`config.mk`:
```
export PLATFORM = sky130hd
export DESIGN_NAME = lc3_interrupt_controller
export DESIGN_NICKNAME = d
export VERILOG_FILES = /design/src/rtl/lc3_pkg.sv /design/src/rtl/lc3_int_prio_arbiter.sv /design/src/rtl/lc3_interrupt_controller.sv
export SDC_FILE = /design/constraint.sdc
export NUM_CORES = 1
export LEC_CHECK = 0
export CAP_MARGIN = 10
export CORE_MARGIN = 4
export CORE_UTILIZATION = 45
export DETAILED_ROUTE_END_ITERATION = 6
export GPL_TIMING_DRIVEN = 0
export PLACE_DENSITY_LB_ADDON = 0.05
export SETUP_SLACK_MARGIN = 0.02
export SYNTH_ARGS = -nofsm -noshare
export SYNTH_HDL_FRONTEND = slang
export SYNTH_SLANG_ARGS = --single-unit
```
`constraint.sdc`:
```
create_clock -name i_CLK -period 3.5 [get_ports i_CLK]
set_clock_uncertainty 0.2 [all_clocks]
set_input_delay 0.525 -clock i_CLK [delete_from_list [all_inputs] [get_ports i_CLK]]
set_output_delay 0.525 -clock i_CLK [all_outputs]
set_load 0.005 [all_outputs]
```
`src/rtl/lc3_pkg.sv`:
```
// Shared LC-3 interrupt definitions: controller state encoding, priority width
// and the default device vectors.
package lc3_pkg;

   localparam int PRIO_W = 3;

   localparam logic [7:0] VEC_KBD = 8'h80;
   localparam logic [7:0] VEC_DSP = 8'h81;

   typedef enum logic [1:0] {
      ST_IDLE    = 2'd0,
      ST_PENDING = 2'd1,
      ST_CLEAR   = 2'd2,
      ST_HOLDOFF = 2'd3
   } int_state_e;

endpackage

```
`src/rtl/lc3_int_prio_arbiter.sv`:
```
// Combinational priority arbiter: a source qualifies when requesting with a
// priority strictly above the floor; highest priority wins, ties to lowest index.
module lc3_int_prio_arbiter
   import lc3_pkg::*;
#(
   parameter int NUM_SRC = 4,
   parameter int VEC_W   = 8,
   parameter int IDX_W   = (NUM_SRC > 1) ? $clog2(NUM_SRC) : 1
) (
   input  logic [NUM_SRC-1:0]        req_i,
   input  logic [PRIO_W*NUM_SRC-1:0] prio_i,
   input  logic [VEC_W*NUM_SRC-1:0]  vec_i,
   input  logic [PRIO_W-1:0]         floor_i,
   output logic [NUM_SRC-1:0]        qual_o,
   output logic                      valid_o,
   output logic [IDX_W-1:0]          idx_o,
   output logic [PRIO_W-1:0]         prio_o,
   output logic [VEC_W-1:0]          vec_o
);

   logic [PRIO_W-1:0] src_prio;

   always_comb begin
      qual_o   = '0;
      valid_o  = 1'b0;
      idx_o    = '0;
      prio_o   = '0;
      vec_o    = '0;
      src_prio = '0;
      // Ascending scan with a strict compare keeps the lowest index on ties.
      for (int k = 0; k < NUM_SRC; k++) begin
         src_prio  = prio_i[PRIO_W*k +: PRIO_W];
         qual_o[k] = req_i[k] && (src_prio > floor_i);
         if (qual_o[k] && (!valid_o || (src_prio > prio_o))) begin
            valid_o = 1'b1;
            idx_o   = IDX_W'(k);
            prio_o  = src_prio;
            vec_o   = vec_i[VEC_W*k +: VEC_W];
         end
      end
   end

endmodule

```
`src/rtl/lc3_interrupt_controller.sv`:
```
// LC-3 interrupt controller: latches one winner for the microsequencer, clears it on
// ack, then holds off re-arbitration. Optional source mask under LC3_INT_MASK_EN.
module lc3_interrupt_controller
   import lc3_pkg::*;
#(
   parameter int NUM_SRC     = 4,
   parameter int VEC_W       = 8,
   parameter int HOLDOFF_CYC = 4
) (
   input  logic                      i_CLK,
   input  logic                      i_RST_N,
   input  logic [NUM_SRC-1:0]        i_IRQ,
   input  logic [PRIO_W*NUM_SRC-1:0] i_IRQ_PRIO,
   input  logic [VEC_W*NUM_SRC-1:0]  i_IRQ_VEC,
   input  logic [PRIO_W-1:0]         i_PSR_PRIO,
   input  logic                      i_INT_ACK,
`ifdef LC3_INT_MASK_EN
   input  logic                      i_MASK_WE,
   input  logic [NUM_SRC-1:0]        i_MASK_DATA,
`endif
   output logic                      o_INT,
   output logic [VEC_W-1:0]          o_INTV,
   output logic [PRIO_W-1:0]         o_INT_PRIO,
   output logic [NUM_SRC-1:0]        o_IRQ_CLR,
   output logic                      o_BUSY,
   output int_state_e                o_DBG_STATE
);

   localparam int IDX_W = (NUM_SRC > 1) ? $clog2(NUM_SRC) : 1;
   localparam int CNT_W = (HOLDOFF_CYC > 1) ? $clog2(HOLDOFF_CYC) : 1;

   // Handshake: o_INT stays high from latch until the cycle i_INT_ACK is sampled;
   // o_IRQ_CLR then pulses for exactly one cycle, with no ready/back-pressure.
   int_state_e        state_q, state_d;
   logic [IDX_W-1:0]  idx_q, idx_d;
   logic [VEC_W-1:0]  vec_q, vec_d;
   logic [PRIO_W-1:0] prio_q, prio_d;
   logic [CNT_W-1:0]  cnt_q, cnt_d;

   logic [NUM_SRC-1:0] req_en;
   logic [NUM_SRC-1:0] qual;
   logic               win_valid;
   logic [IDX_W-1:0]   win_idx;
   logic [PRIO_W-1:0]  win_prio;
   logic [VEC_W-1:0]   win_vec;
   logic               preempt;

`ifdef LC3_INT_MASK_EN
   logic [NUM_SRC-1:0] mask_q;

   always_ff @(posedge i_CLK or negedge i_RST_N) begin
      if (!i_RST_N) begin
         mask_q <= '1;
      end else if (i_MASK_WE) begin
         mask_q <= i_MASK_DATA;
      end
   end

   assign req_en = i_IRQ & mask_q;
`else
   assign req_en = i_IRQ;
`endif

   lc3_int_prio_arbiter #(
      .NUM_SRC (NUM_SRC),
      .VEC_W   (VEC_W),
      .IDX_W   (IDX_W)
   ) u_arb (
      .req_i   (req_en),
      .prio_i  (i_IRQ_PRIO),
      .vec_i   (i_IRQ_VEC),
      .floor_i (i_PSR_PRIO),
      .qual_o  (qual),
      .valid_o (win_valid),
      .idx_o   (win_idx),
      .prio_o  (win_prio),
      .vec_o   (win_vec)
   );

   assign preempt = win_valid && (win_idx != idx_q) && (win_prio > prio_q);

   always_ff @(posedge i_CLK or negedge i_RST_N) begin
      if (!i_RST_N) begin
         state_q <= ST_IDLE;
         idx_q   <= '0;
         vec_q   <= '0;
         prio_q  <= '0;
         cnt_q   <= '0;
      end else begin
         state_q <= state_d;
         idx_q   <= idx_d;
         vec_q   <= vec_d;
         prio_q  <= prio_d;
         cnt_q   <= cnt_d;
      end
   end

   always_comb begin
      state_d = state_q;
      idx_d   = idx_q;
      vec_d   = vec_q;
      prio_d  = prio_q;
      cnt_d   = cnt_q;
      case (state_q)
         ST_IDLE: begin
            if (win_valid) begin
               idx_d   = win_idx;
               vec_d   = win_vec;
               prio_d  = win_prio;
               state_d = ST_PENDING;
            end
         end
         ST_PENDING: begin
            // Ack wins over cancel, cancel wins over preempt.
            if (i_INT_ACK) begin
               state_d = ST_CLEAR;
            end else if (!qual[idx_q]) begin
               state_d = ST_IDLE;
            end else if (preempt) begin
               idx_d  = win_idx;
               vec_d  = win_vec;
               prio_d = win_prio;
            end
         end
         ST_CLEAR: begin
            cnt_d   = CNT_W'(HOLDOFF_CYC - 1);
            state_d = ST_HOLDOFF;
         end
         ST_HOLDOFF: begin
            if (cnt_q == '0) begin
               state_d = ST_IDLE;
            end else begin
               cnt_d = cnt_q - CNT_W'(1);
            end
         end
         default: state_d = ST_IDLE;
      endcase
   end

   always_comb begin
      o_IRQ_CLR = '0;
      if (state_q == ST_CLEAR) begin
         o_IRQ_CLR[idx_q] = 1'b1;
      end
   end

   assign o_INT       = (state_q == ST_PENDING);
   assign o_BUSY      = (state_q != ST_IDLE);
   assign o_INTV      = vec_q;
   assign o_INT_PRIO  = prio_q;
   assign o_DBG_STATE = state_q;

endmodule

```
==> flow_summary.ini <==
[hold_path]
min-delay-start = o_INTV[7]
hold_path_end = o_INTV[7]
hp-class = register to register
min_path_cells = 1

[logic_synthesis]
synth_common_cells = inv_1, ha_1, o21ai_0, nand2_1, dfrtp_1
synth_edf_count = 0
ys.flop_type = dfrtp_1
yosys.area.top_type = dfrtp_1
synth.most_common_cell = inv_1
yosysSeqAreaShare = 0.214
synth.avg_cell_area_um2 = 8.81
synthTopCellsByArea = dfrtp_1, ha_1, mux2_4, mux2i_1, inv_1
yosys_warnings = 0
synth_area_mm2 = 0.00199
async_flop_share = 1.00
synth-seq-cells = 17
syn-instance-count = 226
synth_nets = 305
synth_cell_types = 47
synthDominantCellAreaShare = 0.214

[clock_network]
clockBufferDepth = 2
numCtsBuffers = 3
root_buffer = clkbuf_8
clk_pin_slew_ps = 70
htree_levels = 1
cts_tree = done
clock_sinks = 17
clk_latency_ps = 250

[timing]
fmax_mhz = 142
final_hold_viol_count = 0
finalMaxSlewViolations = 0
setup_viol = 13
whs_ps = 311
rsz0062_at_grt = yes
setup_ws_ps = -3560
period_needed_ps = 7060
worstMarginPinSlew_ps = 799
min_period_over_period = 2.02
slew_headroom = 0.466

[die]
die_area_mm2 = 0.00555
core_area_mm2 = 0.00414
start_util = 0.480
io_pins = 73
rows = 23
die-height_um = 74.5
die_w_um = 74.5

[placement]
dp_hpwl_mm = 4.50
dp.cells = 348
portBuffers = 72
gp_congestion = 0.859

[critical_path]
critical-path-max-stage-delay_ps = 350
reg2reg_to = idx_q[0]
slowest_stage = ha_1
cp.buffers_inverters = 7
path_depth = 37
rrSetupSlack_ps = 890
path_max_fanout = 5
crit_required_ps = 3440
critical_path_class = input port to register
end_kind = register
r2r-start = idx_q[1]
arrival_ps = 6990
cp-startpoint = i_PSR_PRIO[1]
r2r_cells = 7
crit_path_start_kind = input port
crit_family = compound AO/OA/AOI/OAI gates

[routing]
route.detailed.drc = 0
drt-total-wl_mm = 6.96
ant_nets = 0
dr_total_vias = 2179
via_per_inst = 5.65
wl_per_cell_um = 18.0
drt-initial-drc-count = 125
dr.pass1.iters = 4

[global_route]
grt_usage = 0.244
grt_start_max_net_pins = 18
grt_first_pass_wirelength_mm = 10.5
gr-total-overflow = 0
grt_pass1_vias = 2241
antenna_found_initial = 0

[run_status]
violations = setup timing
run_status = complete, but fails checks

[cells_and_area]
antenna_cells = 0
n_fill_cell = 253
nets = 416
multiInputGateArea_mm2 = 0.00164
layout.cells.non_filler = 386
drive_gt1_frac = 0.313
regArea_um2 = 425
syn_to_final_growth_pct = 69.7

[pwr]
p_per_area_mw_per_mm2 = 477
power.leakage_uw = 0.00152
ir_worst_vdd_mv = 0.201

[flow_run]
drv_cap = 0
==> metrics by stage <==
stage | setup slack (ps) | area [um^2] | total power, uW | TNS, ps | utilization
global route | -3770 | 3380 | 1720 | -48750 | 0.815
CTS | -3430 | 3240 | 1500 | -44050 | 0.782
floorplan | -3460 | 2110 | 855 | -44220 | -
finish | -3560 | 3380 | 1610 | -46060 | 0.815
global placement | -4640 | 2890 | 1190 | -59460 | 0.698
detailed placement | -4820 | 2890 | 1220 | -61910 | 0.698
==> layout by cell type, fill, tap and decap left out, types with 3 or more instances in the layout <==
cell type	n
a21oi_1	3
and3_1	3
buf_2	6
buf_4	30
buf_6	6
buf_8	3
clkbuf_1	4
clkbuf_8	4
clkdlybuf4s50_1	66
dfrtp_1	17
ha_1	18
ha_4	6
inv_1	25
inv_2	3
mux2_4	12
mux2i_1	10
nand2_1	16
nand3_1	5
nor2_1	7
nor2b_1	3
nor2b_4	3
o211ai_1	8
o21a_1	3
o21ai_0	19
o21ai_1	3
o21ai_2	5
==> worst reg2reg max path, delay by kind of cell (launching register included) <==
kind | cells | cell delay (ps)
muxes | 2 | 890
buffers and inverters | 3 | 650
AOI/OAI and AO/OA | 2 | 440
DFF | 1 | 320
==> cell families (layout without fill, tap and decap cells) <==
family / after synthesis / after routing / synth area share
AO/OA/AOI/OAI: 66 / 66 / 0.246
adder cells (fa/ha/maj): 25 / 25 / 0.157
buffers and inverters: 40 / 150 / 0.0842
flip-flops: 17 / 17 / 0.214
multiplexers: 26 / 26 / 0.161
AND/OR/NAND/NOR: 52 / 52 / 0.138
==> per-layer routing <==
metal	vias to the layer above	track usage	wire length, um
met2	92	0.451	3450
met5	-	0	0
met1	1033	0.298	2820
li1	1038	-	-
met3	16	0.0284	494
met4	0	0.0652	195
==> final cells by class <==
cell class,instances,share of cell area
Multi-Input combinational cell,169,0.485
Inverter,29,0.0333
Buffer,10,0.0304
Sequential cell,17,0.126
Tap cell,50,0.0185
Timing Repair Buffer,107,0.293
Clock buffer,4,0.0133
==> flip-flops by register name, indices dropped and copies added, names as in the netlist, named ones only <==
signal and count:
cnt_q 2, idx_q 2, o_DBG_STATE 1, o_INTV 8, o_INT_PRIO 3
==> power by group <==
group	total, uW	internal [uW]	switching [uW]	leakage, uW
Combinational	1110	639	473	0.00129
Clock	151	80.8	70.5	0.0000228
Sequential	348	286	62.3	0.000210
Total	1610	1010	606	0.00152
==> what timing repair did <==
action,in CTS,in global routing
hold endpoints to repair,0,0
buffers inserted,32,4
gates resized for setup,44,21
hold buffers,0,0
pin swaps,24,23
endpoints found under the setup margin,13,13
==> worst max-delay path by stage <==
stage	slack (ps)	endpoint
2_1_floorplan	-3460	o_INTV[0]
3_3_place_gp	-4640	o_INTV[0]
3_5_place_dp	-4820	o_INTV[1]
4_1_cts	-3430	o_INTV[2]
5_1_grt	-3770	o_INTV[4]
6_report	-3560	o_INTV[1]
No activity file was read; power rests on OpenSTA's default activity.
